==> src/rtl/timer_pkg.sv <==
// Shared types and digit limits for the mm:ss countdown timer controller.
package timer_pkg;

  typedef enum logic [2:0] {
    S_IDLE   = 3'd0,
    S_LOADED = 3'd1,
    S_RUN    = 3'd2,
    S_PAUSE  = 3'd3,
    S_DONE   = 3'd4
  } state_t;

  localparam logic [3:0] TENS_MAX  = 4'd5;
  localparam logic [3:0] UNITS_MAX = 4'd9;

  // A preset is a legal mm:ss value only if every BCD digit is within its range.
  function automatic logic preset_valid(input logic [15:0] p);
    return (p[15:12] <= TENS_MAX) && (p[11:8] <= UNITS_MAX) &&
           (p[7:4]   <= TENS_MAX) && (p[3:0]  <= UNITS_MAX);
  endfunction

endpackage

==> src/rtl/tick_gen.sv <==
// One-second prescaler: counts while run is high and flags the last cycle of each second.
module tick_gen #(
  parameter int CLK_PER_SEC = 100
) (
  input  logic clk,
  input  logic clearneg,
  input  logic run,
  input  logic clr,
  output logic tick
);

  localparam int CNT_W = (CLK_PER_SEC > 2) ? $clog2(CLK_PER_SEC) : 1;
  localparam logic [CNT_W-1:0] LAST = CNT_W'(CLK_PER_SEC - 1);

  logic [CNT_W-1:0] r_count;
  logic             w_last;

  assign w_last = (r_count == LAST);

  // When run is low the count holds, so a paused second resumes where it left off.
  always_ff @(posedge clk or negedge clearneg) begin
    if (!clearneg) begin
      r_count <= '0;
    end else if (clr) begin
      r_count <= '0;
    end else if (run) begin
      r_count <= w_last ? '0 : r_count + 1'b1;
    end
  end

  assign tick = run & w_last;

endmodule

==> src/rtl/timer_ctrl.sv <==
// Countdown timer controller: validates and loads the mm:ss preset, paces the digit
// counters with a one-second enable, and handles pause/resume and completion.
module timer_ctrl
  import timer_pkg::*;
#(
  parameter int CLK_PER_SEC = 100
) (
  input  logic        clk,
  input  logic        clearneg,
  input  logic [15:0] preset,
  input  logic        keyload,
  input  logic        start,
  input  logic        stop,
  input  logic [3:0]  zero_in,
  output logic [15:0] data,
  output logic        loadneg,
  output logic        en,
  output logic        done,
  output logic        err
);

  state_t      r_state;
  state_t      w_state_next;
  logic [15:0] r_data;
  logic        r_loadneg;
  logic        r_err;

  logic        w_valid;
  logic        w_all_zero;
  logic        w_load;
  logic        w_err;
  logic        w_clr;
  logic        w_run;
  logic        w_tick;

  assign w_valid    = preset_valid(preset);
  assign w_all_zero = (zero_in == 4'hF);

  // Priority everywhere: keyload, then stop, then start. In RUN keyload is ignored.
  always_comb begin
    w_state_next = r_state;
    w_load       = 1'b0;
    w_err        = 1'b0;
    w_clr        = 1'b0;
    case (r_state)
      S_IDLE, S_DONE: begin
        if (keyload) begin
          if (w_valid) begin
            w_load       = 1'b1;
            w_state_next = S_LOADED;
          end else begin
            w_err = 1'b1;
          end
        end
      end
      S_LOADED, S_PAUSE: begin
        if (keyload) begin
          if (w_valid) begin
            w_load       = 1'b1;
            w_state_next = S_LOADED;
          end else begin
            w_err = 1'b1;
          end
        end else if (start && !stop) begin
          w_clr        = (r_state == S_LOADED);
          w_state_next = w_all_zero ? S_DONE : S_RUN;
        end
      end
      S_RUN: begin
        if (w_all_zero) begin
          w_state_next = S_DONE;
        end else if (stop) begin
          w_state_next = S_PAUSE;
        end
      end
      default: w_state_next = S_IDLE;
    endcase
  end

  // The prescaler only advances in cycles that stay in RUN, so stop and
  // completion cycles neither tick nor move the count.
  assign w_run = (r_state == S_RUN) && !w_all_zero && !stop;

  tick_gen #(
    .CLK_PER_SEC(CLK_PER_SEC)
  ) u_tick (
    .clk      (clk),
    .clearneg (clearneg),
    .run      (w_run),
    .clr      (w_clr),
    .tick     (w_tick)
  );

  always_ff @(posedge clk or negedge clearneg) begin
    if (!clearneg) begin
      r_state   <= S_IDLE;
      r_data    <= 16'h0000;
      r_loadneg <= 1'b1;
      r_err     <= 1'b0;
    end else begin
      r_state   <= w_state_next;
      r_loadneg <= ~w_load;
      r_err     <= w_err;
      if (w_load) begin
        r_data <= preset;
      end
    end
  end

  assign data    = r_data;
  assign loadneg = r_loadneg;
  assign err     = r_err;
  assign en      = w_tick;
  assign done    = (r_state == S_DONE);

endmodule

==> config.mk <==
export PLATFORM = sky130hd
export DESIGN_NAME = timer_ctrl
export DESIGN_NICKNAME = d
export VERILOG_FILES = /design/src/rtl/timer_pkg.sv /design/src/rtl/tick_gen.sv /design/src/rtl/timer_ctrl.sv
export SDC_FILE = /design/constraint.sdc
export NUM_CORES = 1
export LEC_CHECK = 0
export ABC_AREA = 1
export CAP_MARGIN = 20
export CORE_UTILIZATION = 40
export CTS_BUF_LIST = sky130_fd_sc_hd__clkbuf_8 sky130_fd_sc_hd__clkbuf_16
export DETAILED_ROUTE_END_ITERATION = 8
export PLACE_DENSITY = 0.7
export SLEW_MARGIN = 20
export SYNTH_ARGS = -nofsm -noshare
export SYNTH_HDL_FRONTEND = slang
export SYNTH_SLANG_ARGS = --single-unit
==> constraint.sdc <==
create_clock -name clk -period 3.8 [get_ports clk]
set_input_delay 0.38 -clock clk [delete_from_list [all_inputs] [get_ports clk]]
set_output_delay 0.38 -clock clk [all_outputs]
set_load 0.05 [all_outputs]
-- Yosys cells after proc, flatten, opt, wreduce, memory -nomap -nowiden
Index checks and enable logic that the tools add are counted.
- flip-flop bits (word level): 28
- input bits: 25
- output and inout port bits: 20
- logic and storage cells: 55
- add/subtract/negate cells: 1
- order comparisons: 4
- eq/ne operators: 9
- mux-type cells: 20
- bitwise operators: 2
- reductions and logical operators: 14
- operator list (cell ; number):
    $mux 3 ; 7
    $mux 7 ; 3
    $mux 1 ; 9
    $pmux 3 s3 ; 1
    $le 4x3->1 const B ; 2
    $le 4x4->1 const B ; 2
    $add 7x1->7 const B ; 1
    $eq 7x7->1 const B ; 1
    $eq 3x2->1 const B ; 2
    $logic_and 1x1->1 ; 6
    $ne 3x3->1 const B ; 2
    $eq 4x4->1 const B ; 1
    $reduce_or 2->1 ; 2
    $reduce_or 4->1 ; 1
    $eq 3x1->1 const B ; 1
    $eq 3x3->1 const B ; 1
    $logic_not 3->1 ; 1
    $reduce_and 3->1 ; 1
    $logic_not 1->1 ; 2
    $ne 2x2->1 const B ; 1
    $reduce_bool 2->1 ; 1
    $and 1x1->1 ; 1
    $not 1->1 ; 1

-- Depth between registers and ports, before layout
Gate-level depths: netlist (run 1).
- word-level depth: 8
- gate-level depth with buffers: 9
- gate-level depth less buffers: 8

-- Hierarchy
From an unflattened synthesis (run 1), not the netlist that was laid out.
- cell total of the unflattened synthesis: 197
- area total of the unflattened synthesis: 1486.4 um2
- modules (own cells, without submodules) (module ; times used ; cells each ; area an instance (um2) ; sequential area each (um2)):
    timer_ctrl ; 1 ; 130 ; 1041.0 ; 526.8
    tick_gen ; 1 ; 67 ; 445.4 ; 175.2

-- Worst setup path before layout (run 1)
No wires, ideal clock.
- path type: register to output
- start: register u_tick.r_count[0]
- end: output en
- arrival time: 1.438 ns
- required time: 3.420 ns
- setup slack: 1.982 ns
- stages on the path, launching flop included: 4
- path buffers: 0
- cell sequence: dfrtp_1 > ha_1 > nand4_1 > nor2_1
- word-level cells in the longest chain between the ends: 2
- ends and longest elaborated chain (element ; line ; RTL):
    start, declared ; tick_gen.sv:15 ; logic [CNT_W-1:0] r_count;
    start signal, assigned ; tick_gen.sv:27 ; r_count <= w_last ? '0 : r_count + 1'b1;
    $eq 7x7->1 ; tick_gen.sv:18 ; assign w_last = (r_count == LAST);
    $and 1x1->1 ; tick_gen.sv:31 ; assign tick = run & w_last;
    end, declared ; timer_ctrl.sv:17 ; output logic en,
No other way between the ends.

-- Final worst setup path (run 1)
Ends and elaborated chain as after synthesis.

==> results.txt, run 1 <==
For this run, the post-layout net count is 263. The final hold violation count was 0. The number of warnings issued by yosys is 0, and the power per standard cell area is 724 nW/µm².

The area after detailed placement came out at 1920 µm². The flow ran to the end, and the final reports show no timing, DRC or antenna violations. Sequential element share of the synthesized area: 0.489. Setup repair after global routing left no endpoint under its margin. The share of async-settable or async-resettable flops after synthesis works out to 1.00.

With fillers left out, the area of the finished cells amounts to 1990 µm². The die is 61.9 µm wide. The effective utilization at floorplan is 0.424, and the area fraction of the dominant cell type after synthesis is 0.470. For this run the aggregate overflow at the end of global routing stands at 0. For the worst setup path, the data arrival time is 2.10 ns. After detailed routing, the average wire length per cell comes to 10.1 µm. Between clock sinks in the finished design, the worst skew comes to 0.00557 ns. The longest clock path from root to sink contains 2 buffers.

By instance count, the leading cell after synthesis is sky130_fd_sc_hd__nand2_1. The synthesis-stage register bit count works out to 28. The type of destination of the critical path was an output port. The tools report the estimated wirelength of the detail-placed design as 2170 µm.

The top cell type by total area after synthesis is sky130_fd_sc_hd__dfrtp_1. Entering global routing, the biggest net connects 29 pins. The count of nets left with antenna violations once routing finished came out at 0. The critical path is of the flip-flop to output port type.

For this design the top-level I/O count stands at 45. The run gives 0 as the remaining design rule violation count. Summed over all failing endpoints, the final setup total negative slack is 0 ns.

The total global-route track usage was 0.178; the port buffer count was 44. The number of H-tree levels was 1. The first detailed-routing pass ran for 4 iterations. Shortest period the worst path allows: 2.48 ns. The tightest slew margin relative to the limit came out at 0.657.

Startpoint type of the worst setup path: a flip-flop. In this run the clock root is driven by a sky130_fd_sc_hd__clkbuf_8. Total inserted antenna cells: 0.

In the final layout, the multi-input gates occupy 653 µm². In this run, the number of DRC markers left after iteration 0 of detailed routing was 50. The vertical die dimension is 61.9 µm. Counting every instance in the synthesized netlist gives 189.

The buffer count from post-CTS setup fixing is 0, and the overall via count from detail_route is 1,270. In the synthesized netlist, the cells that appear most often are 93 x sky130_fd_sc_hd__nand2_1, 27 x sky130_fd_sc_hd__dfrtp_1, 17 x sky130_fd_sc_hd__nor2_1. The post-synthesis average cell area was 7.60 µm². The sequential standard cell area is 702 µm², and the ratio of routed vias to standard cells is 4.50. For the static leakage, the log shows 1.03 nW. In this run the standard cell core region covers 3390 µm². Buffers inserted to repair hold after CTS numbered 0. The clock drives 28 sinks. The die covers 3830 µm².

The congestion estimate from routability-driven global placement came to 0.836. The placement row count is 21. For the post-detailed-routing wire length, the log shows 2840 µm.

Gates resized during post-CTS repair numbered 0. The number of global-route vias before repair came out at 1,153. The run gives 5040 µm as the wire length of the first global-routing pass.

TritonCTS built the clock tree. The number of endpoints failing setup at the final stage was 0. The number of pins with negative max-slew slack in the final report was 0.

Max-cap violations in this run came to 0. When the netlist entered floorplanning its net count stood at 215. Leading register cell type out of synthesis: sky130_fd_sc_hd__dfrtp_1. The run gives 0 as the number of antenna violations at the first check in global routing. The final worst-path cycle share came out at 0.654. The required arrival time at the worst endpoint is 3.42 ns, and the fmax is 0.402 GHz.

Transition time at the pin with the least slew margin: 0.513 ns. The tools report the insertion delay to the later sink of the worst-skew pair as 0.27 ns. By area the synthesized netlist is led by sky130_fd_sc_hd__dfrtp_1 47%, sky130_fd_sc_hd__nand2_1 24%, sky130_fd_sc_hd__nor2_1 4.4%, sky130_fd_sc_hd__nand3_1 3.1%, sky130_fd_sc_hd__inv_1 3.1%. The number of distinct library cell variants in the gate-level netlist after synthesis was 26.

The path class of the tightest hold or removal check is primary input to async pin. The peak fanout along the critical path came out at 5. After filler insertion, the fill cell instance count of the layout stands at 328. The growth of design area from synthesis to finish was 38.8%; the number of CTS-inserted buffers was 3. The layout cell share with drive strength beyond 1 was 0.0720. The worst-case IR drop observed on VDD is 520 µV. Yosys mapped a number of flops with a built-in enable equal to 0. After synthesis the cells add up to 1440 µm². After clock tree synthesis, the clock-pin slew on the worst setup and hold paths is 0.09 ns.
worst max-delay path: stages, from the launching register on:
cell and delay, ns:
sky130_fd_sc_hd__dfrtp_1 0.41, sky130_fd_sc_hd__ha_1 0.22, sky130_fd_sc_hd__nand4_1 0.23, sky130_fd_sc_hd__nor2_1 0.17, sky130_fd_sc_hd__clkdlybuf4s50_1 0.81
stage by stage:
stage / total power, mW / utilization / instances / setup slack, ns / hold slack [ns]
after floorplan: 0.979 / - / 189 / 1.98 / 0.0844
after CTS: 1.46 / 0.588 / 282 / 1.32 / 0.483
after global routing: 1.55 / 0.588 / 282 / 1.15 / 0.502
final: 1.44 / 0.588 / 282 / 1.32 / 0.475
after detailed placement: 1.22 / 0.567 / 278 / 1.38 / 0.458
after global placement: 1.22 / 0.567 / 278 / 1.41 / 0.449
cell usage in the layout (no fill, tap or decap):
cell type | netlist | routed
sky130_fd_sc_hd__o21ai_0 | 1 | 1
sky130_fd_sc_hd__inv_2 | 3 | 3
sky130_fd_sc_hd__inv_1 | 12 | 12
sky130_fd_sc_hd__nand2_2 | 2 | 2
sky130_fd_sc_hd__clkbuf_8 | 0 | 3
sky130_fd_sc_hd__nand4_1 | 3 | 3
sky130_fd_sc_hd__ha_1 | 1 | 1
sky130_fd_sc_hd__and2_1 | 1 | 1
sky130_fd_sc_hd__dfrtp_1 | 27 | 27
sky130_fd_sc_hd__nor3b_1 | 1 | 1
sky130_fd_sc_hd__inv_4 | 1 | 1
sky130_fd_sc_hd__nand2_1 | 93 | 93
sky130_fd_sc_hd__nand3b_1 | 1 | 1
sky130_fd_sc_hd__dfstp_2 | 1 | 1
sky130_fd_sc_hd__a21oi_2 | 1 | 1
sky130_fd_sc_hd__nand3_1 | 9 | 9
sky130_fd_sc_hd__bufinv_16 | 0 | 1
sky130_fd_sc_hd__xor2_1 | 2 | 2
sky130_fd_sc_hd__buf_4 | 1 | 1
sky130_fd_sc_hd__nor2_8 | 1 | 1
sky130_fd_sc_hd__a21oi_1 | 2 | 2
sky130_fd_sc_hd__o21bai_1 | 1 | 1
sky130_fd_sc_hd__o21ai_1 | 3 | 3
sky130_fd_sc_hd__clkdlybuf4s50_1 | 0 | 44
sky130_fd_sc_hd__or2_1 | 1 | 1
sky130_fd_sc_hd__nor2_1 | 17 | 17
sky130_fd_sc_hd__nor2_4 | 2 | 2
sky130_fd_sc_hd__nand3_4 | 1 | 1
flip-flops by register name, indices dropped and copies added (netlist names):
name / flops
err: 1
data: 16
loadneg: 1
u_tick.r_count: 7
r_state: 3
cell type report:
type	count	share of cell area
Tap cell	46	0.0289
Clock buffer	3	0.0207
Sequential cell	28	0.352
Inverter	16	0.0314
Multi-Input combinational cell	143	0.327
Clock inverter	1	0.0151
Timing Repair Buffer	45	0.225
metal layers:
metal,track usage,vias up,wire length (µm)
met1,0.251,563,1360
met4,0.0381,0,21
li1,-,677,-
met5,0,-,0
met2,0.284,28,1350
met3,0.0373,2,109
cells by family after synthesis:
| kind of cell | synth area share |
|---|---|
| xor+xnor | 0.0122 |
| simple gates | 0.402 |
| flops | 0.489 |
| buf+inv | 0.0566 |
| fa+ha+maj | 0.00871 |
| compound gates | 0.0322 |
final timing paths:
check,from,end,slack (ns),cells after the start
max in group asynchronous,clearneg,loadneg$_DFF_PN1_,3.03,2
min,clearneg,u_tick.r_count[3]$_DFFE_PN0P_,0.47,2
max reg2reg,r_state[1]$_DFFE_PN0P_,data[5]$_DFFE_PN0P_,2.30,8
min reg2reg,data[0]$_DFFE_PN0P_,data[0]$_DFFE_PN0P_,0.47,2
min in group clk,data[0]$_DFFE_PN0P_,data[0]$_DFFE_PN0P_,0.48,2
max,u_tick.r_count[0]$_DFFE_PN0P_,en,1.32,4
power by group:
group / internal [mW] / switching [mW]
Clock: 0.141 / 0.0891
Sequential: 0.405 / 0.0817
Combinational: 0.249 / 0.477
Total: 0.795 / 0.648
No activity file was read; power rests on OpenSTA's default activity.
==> inputs of run 2 (changes only) <==
--- a/config.mk
+++ b/config.mk
@@ -10,7 +10,7 @@
 export CORE_UTILIZATION = 40
 export CTS_BUF_LIST = sky130_fd_sc_hd__clkbuf_8 sky130_fd_sc_hd__clkbuf_16
 export DETAILED_ROUTE_END_ITERATION = 8
-export PLACE_DENSITY = 0.7
+export PLACE_DENSITY = 0.73
 export SLEW_MARGIN = 20
 export SYNTH_ARGS = -nofsm -noshare
 export SYNTH_HDL_FRONTEND = slang
==> constraint.sdc (replaced) <==
create_clock -name clk -period 2.1 [get_ports clk]
set_input_delay 0.21 -clock clk [delete_from_list [all_inputs] [get_ports clk]]
set_output_delay 0.21 -clock clk [all_outputs]
set_load 0.05 [all_outputs]
==> run 2 against run 1 <==
Compared with the run above: combinational power grew 82%; non-clock buffer count stayed put; first-iteration DRC count down 14%; register-to-register slack got worse by 1.7 ns; design area rose by 0.38%; power grew 82%; utilization grew 0.22 points; critical path type unchanged; largest power group unchanged.
==> results.txt, run 2 (synthesized netlist as in run 1, its figures left out) <==
The run gives 2.63 mW (+82%) as the total power of the final layout. For this run, the top clock speed supported by timing is 0.552 GHz. The final net count was 263 (unchanged); the number of optimization iterations in the first detailed-route pass was 4 (unchanged). The estimated wirelength of the detail-placed design is 2360 µm (+8.7%).

The ratio of routed vias to standard cells is 4.66 (+3.5%). The vertical die dimension was 61.9 µm (unchanged). The last weighted congestion value of the routability-driven placer was 0.856 (+2.5%). The port buffer count is 44 (unchanged). The worst hold margin is 0.305 ns (-0.170 ns), and the number of global-route vias before repair is 1,122 (-2.7%).

Switching power: 1.20 mW (+85%). The transition time at the pin with the least slew margin is 0.503 ns (-0.0104 ns), and the sequential group share of total power is 0.338 (about the same). Clock transition at the registers of the reported paths: 0.10 ns (about the same). The tightest slew margin relative to the limit was 0.664 (+0.00694); the minimum setup slack after placement was 0.356 ns (-1.02 ns). The multi-input combinational cell area is 653 µm² (unchanged). The logs give 3830 µm² (unchanged) for the die footprint and 0 (unchanged) for the total inserted antenna cells. The run gives 717 µV (+38%) as the maximum resistive drop on vdd. For the number of buffers inserted by hold repair at cts, the log shows 0 (unchanged). The tightest min-delay check is of the primary input to async pin type.

For the static leakage, the log shows 1.03 nW (+0.65%). TritonCTS built the clock tree. For the minimum setup slack in the final design, the log shows 0.288 ns (-1.03 ns). The logs give 0.424 (unchanged) for the effective utilization at floorplan and 0.56 ns (-1.74 ns) for the setup slack of the worst register-to-register path. The maximum buffer depth of the clock tree came out at 2 (unchanged). The tools report the type of destination of the critical path as an output port.

The final total negative setup slack is 0 ns (unchanged), and the growth of design area from synthesis to finish is 39.4%. The number of endpoints failing setup at the final stage was 0 (unchanged); the overall via count from detail_route was 1,315 (+3.5%). The detailed-route wire length per cell works out to 11.2 µm (+12%).

For the final hold violation count, the log shows 0 (unchanged). The final worst-path cycle share was 0.863. After layout, the minimum clock period comes to 1.81 ns. The startpoint type of the worst setup path is a flip-flop. For the sequential standard cell area, the log shows 702 µm² (unchanged). The tools report the number of CTS-inserted buffers as 3 (unchanged).

The power per standard cell area is 1320 nW/µm² (+82%). Most common library cell in the layout ignoring fill and taps: sky130_fd_sc_hd__nand2_1. The post-detailed-routing wire length is 3170 µm (+12%), and the residual antenna-violating net count after detailed routing is 0 (unchanged).

The total global-route track usage is 0.183 (+0.00486), and the number of maximum-capacitance violations is 0 (unchanged). The run gives 0 (unchanged) as the sum of overflow across all layers after global routing. For the clock skew, the log shows 0.00155 ns (-0.00403 ns).

The tools report the endpoint of the worst-slack reg-to-reg timing path as u_tick.r_count[3]$_DFFE_PN0P_. The depth of the worst register-to-register path is 8 (unchanged), and the number of H-tree levels is 1 (unchanged). The count of fill cells added during filler insertion is 312 (-4.9%).

The layout cell share with drive strength beyond 1 was 0.0805 (+0.00847). For the number of antenna violations at the first check in global routing, the log shows 0 (unchanged). The logs give 0 (unchanged) for the number of pins with negative max-slew slack in the final report and 0.500 (-0.003) for the combinational share of power. The horizontal extent of the die works out to 61.9 µm (unchanged). The origin of the critical flop-to-flop path was r_state[2]$_DFFE_PN0P_. The clock tree root driver cell is sky130_fd_sc_hd__clkbuf_8.

In the layout the commonest cells are 93 x sky130_fd_sc_hd__nand2_1, 42 x sky130_fd_sc_hd__clkdlybuf4s50_1, 27 x sky130_fd_sc_hd__dfrtp_1. The clock sink total was 28 (unchanged); the area after detailed placement was 1930 µm² (+0.39%). The arrival time of the worst setup path is 1.60 ns (-0.50 ns), and the switching fraction of total power is 0.455 (+0.00578). The internal power contribution came out at 1.44 mW (+81%). The tools report the pin count of the biggest net entering global routing as 29 (unchanged). The number of placed I/O pins is 45 (unchanged).

Wire length of the first global-routing pass: 5090 µm (+0.95%). The flow ran to the end, and the final reports show no timing, DRC or antenna violations. The peak fanout along the critical path is 5 (unchanged), and the placement row count is 21 (unchanged). The tools report the number of gates resized after cts as 0 (unchanged).

Worst setup path category: flip-flop to output port. The remaining design rule violation count was 0 (unchanged). Final cell area excluding filler cells: 2000 µm² (+0.38%). The logs give 3390 µm² (unchanged) for the placeable core region and 1.89 ns (-1.53 ns) for the required arrival time at the worst endpoint.

Setup repair after global routing left no endpoint under its margin. The run gives 43 (-14%) as the iteration-0 DRC count of the detailed router. The clock share of power was 0.162 (+0.003); the buffer count from post-CTS setup fixing was 0 (unchanged). For the insertion delay to the later sink of the worst-skew pair, the log shows 0.27 ns (about the same). The flip-flop count of the largest register, all copies and words added was 16 (unchanged).
[run 2: cell count changes in the layout (fill, tap and decap cells not counted)]
cell                              before  now
sky130_fd_sc_hd__buf_12                0    1
sky130_fd_sc_hd__buf_4                 1    2
sky130_fd_sc_hd__clkdlybuf4s50_1      44   42
[run 2: power by group through the flow]
stage | Sequential [mW] | Clock (mW) | Combinational [mW]
2_1_floorplan | 1.36 | 0 | 0.416
3_3_place_gp | 0.897 | 0 | 1.31
3_5_place_dp | 0.899 | 0 | 1.32
4_1_cts | 0.889 | 0.435 | 1.33
5_1_grt | 0.917 | 0.456 | 1.42
6_report | 0.890 | 0.426 | 1.32
[run 2: worst max path at each step]
stage	startpoint	cells past startpoint	to
final	u_tick.r_count[0]$_DFFE_PN0P_	4	en
after global routing	u_tick.r_count[0]$_DFFE_PN0P_	4	en
after CTS	u_tick.r_count[0]$_DFFE_PN0P_	4	en
after detailed placement	preset[15]	8	data[12]$_DFFE_PN0P_
after global placement	preset[15]	8	data[0]$_DFFE_PN0P_
after floorplan	u_tick.r_count[0]$_DFFE_PN0P_	3	en
[run 2: critical path, cell delays in order (launching register included)]
cell                      delay [ns]
sky130_fd_sc_hd__dfrtp_1        0.41
sky130_fd_sc_hd__ha_1           0.24
sky130_fd_sc_hd__nand4_1        0.24
sky130_fd_sc_hd__nor2_1         0.27
sky130_fd_sc_hd__buf_12         0.17
[run 2: final cells by class]
type                            count  area share
Clock inverter                      1      0.0150
Clock buffer                        3      0.0206
Multi-Input combinational cell    143       0.326
Inverter                           16      0.0313
Timing Repair Buffer               45       0.228
Sequential cell                    28       0.351
Tap cell                           46      0.0287
[run 2: metal layers]
metal  global-route usage  share of wire
met2                0.303           0.50
met4               0.0571         0.0066
met5                    0              0
met3               0.0269          0.039
met1                0.249           0.46
[run 2: per-stage QoR]
stage	util	std cells
2_1_floorplan	-	189
3_3_place_gp	0.570	278
3_5_place_dp	0.570	278
4_1_cts	0.591	282
5_1_grt	0.591	282
6_report	0.591	282
==> variant 1 (config.mk and constraints of run 1) <==
`CLK_PER_SEC` is set to 100 in 2 places; all go to 150.
--- a/src/rtl/tick_gen.sv
+++ b/src/rtl/tick_gen.sv
@@ -1,6 +1,6 @@
 // One-second prescaler: counts while run is high and flags the last cycle of each second.
 module tick_gen #(
-  parameter int CLK_PER_SEC = 100
+  parameter int CLK_PER_SEC = 150
 ) (
   input  logic clk,
   input  logic clearneg,
--- a/src/rtl/timer_ctrl.sv
+++ b/src/rtl/timer_ctrl.sv
@@ -3,7 +3,7 @@
 module timer_ctrl
   import timer_pkg::*;
 #(
-  parameter int CLK_PER_SEC = 100
+  parameter int CLK_PER_SEC = 150
 ) (
   input  logic        clk,
   input  logic        clearneg,
Formal check against the unedited RTL: same outputs for any inputs over 10 cycles, from zero or initial values; that may be too few to reach the edited logic, so the function may still have changed.
==> variant 1 against run 1 <==
- die area increased by 4.5%
- largest power group unchanged
- sequential cell count grew 1
- final cell count increased by 5.7%
- final area up 3.6%
- highest routed layer unchanged
- synthesized area increased by 4.7%
- combinational power is 2% higher
- total power up 2.1%
- wire length is 15% higher
- worst setup slack got worse by 0.073 ns
- synthesized cell count rose by 6.3%
- first-iteration DRC count rose by 70%
==> variant 1: results (changes against run 1) <==
Place
  – Placed cell count: 290 (+4.3%)
  – GPL Wtd Cong: 0.896 (+7.2%)
  – DP Area: 1990 um2 (+3.3%)
  – Place WS: 1.23 ns (-0.149 ns)

Layout
  – Sequential share of cell area: 0.352 (about the same)
  – Fillers: 335 (+2.1%)
  – Clock-cell share: 0.0387 (+0.00298)
  – Final Non-Filler Cells: 298 (+5.7%)
  – Number of multi-input logic gates: 148 (+3.5%)
  – Non-clk buf share: 0.217 (-0.00789)
  – Share of cells above drive strength 1: 0.0714 (-0.000605)
  – Inverters: 22 (+6)
  – Final nets: 278 (+5.7%)
  – Area of the multi-input gates: 667 um2 (+2.1%)

Route
  – Metal3 WL: 284 um (+160%)
  – Met2 WL: 1370 um (+1.5%)
  – DR vias: 1410 (+11%)
  – Routed length per instance: 10.9 um (+8.4%)
  – Iter 0 DRT Violations: 85 (+70%)
  – Met1 WL: 1540 um (+13%)

Clock tree
  – CTS Sinks: 29 (+3.6%)
  – Total CTS buffers: 5 (+2)
  – CTS clock-pin slew for the worst setup and hold paths: 0.06 ns (-0.03 ns)
  – H-Tree Depth: 2 (+1)

STA
  – Hold slack: 0.467 ns (-0.00794 ns)
  – Clock Skew: 0.00317 ns (-0.00240 ns)
  – Endpoints failing hold: 0 (unchanged)
  – Max Fclk: 391 MHz (-2.8%)
  – Worst-Margin Slew: 0.526 ns (+0.0126 ns)

Worst hold path
  – Hold Crit Class: flop to flop

Global route
  – First-pass GRT wire length: 5620 um (+11%)
  – Met2 capacity usage during global routing: 0.273 (-0.0113)
  – Met3 GRT Util: 0.0634 (+0.0261)
  – Vias in the first global route: 1280 (+11%)
  – Global Route Usage Sum: 0.181 (+0.00302)
  – Pin count of the biggest net entering global routing: 30 (+3.4%)
  – M1 GR Usage: 0.235 (-0.0160)

Synthesis
  – Top post-synthesis cells by area: dfrtp_1 47%, nand2_1 21%, nand3_1 5.3%
  – Post-synth top cells: 84 x nand2_1, 28 x dfrtp_1, 19 x inv_1, 19 x nor2_1, 16 x nand3_1
  – Yosys cell types: 22 (-15%)
  – Syn nets: 228 (+6.0%)
  – Post-synthesis compound-gate area fraction: 0.0541 (+0.0218)
  – Post-Synth XOR/XNOR Area: 0.0116 (-0.000548)
  – Sequential share of the synthesized area: 0.483 (-0.00531)
  – Syn Inst Count: 201 (+6.3%)

Die
  – Die X: 63.3 um (+2.2%)

Setup path
  – R2r setup slk: 2.36 ns (+0.06 ns)
  – Crit path DAT: 2.18 ns (+0.08 ns)

Power and ir drop
  – Sw Share: 0.464 (+0.0154)
  – Max VDD drop: 0.373 mV (-28%)
  – Lkg Pwr: 1.05 nW (+2.6%)

Status
  – Status: completed
[variant 1: path summary, 6_finish.rpt]
check / startpoint / endpoint / cells past startpoint
setup / recovery: zero_in[2] / en / 7
hold / removal: data[7]$_DFFE_PN0P_ / data[7]$_DFFE_PN0P_ / 2
setup reg to reg: r_state[2]$_DFFE_PN0P_ / u_tick.r_count[0]$_DFFE_PN0P_ / 8
hold reg to reg: data[7]$_DFFE_PN0P_ / data[7]$_DFFE_PN0P_ / 2
max in group asynchronous: clearneg / loadneg$_DFF_PN1_ / 2
min in group asynchronous: clearneg / r_state[2]$_DFFE_PN0P_ / 2
[variant 1: power groups by stage]
stage	sequential (W)	clock [W]	combinational, W
finish	0.000506	0.000230	0.000738
global route	0.000521	0.000250	0.000802
CTS	0.000506	0.000240	0.000743
detailed placement	0.000504	0	0.000741
global placement	0.000506	0	0.000734
floorplan	0.000750	0	0.000247
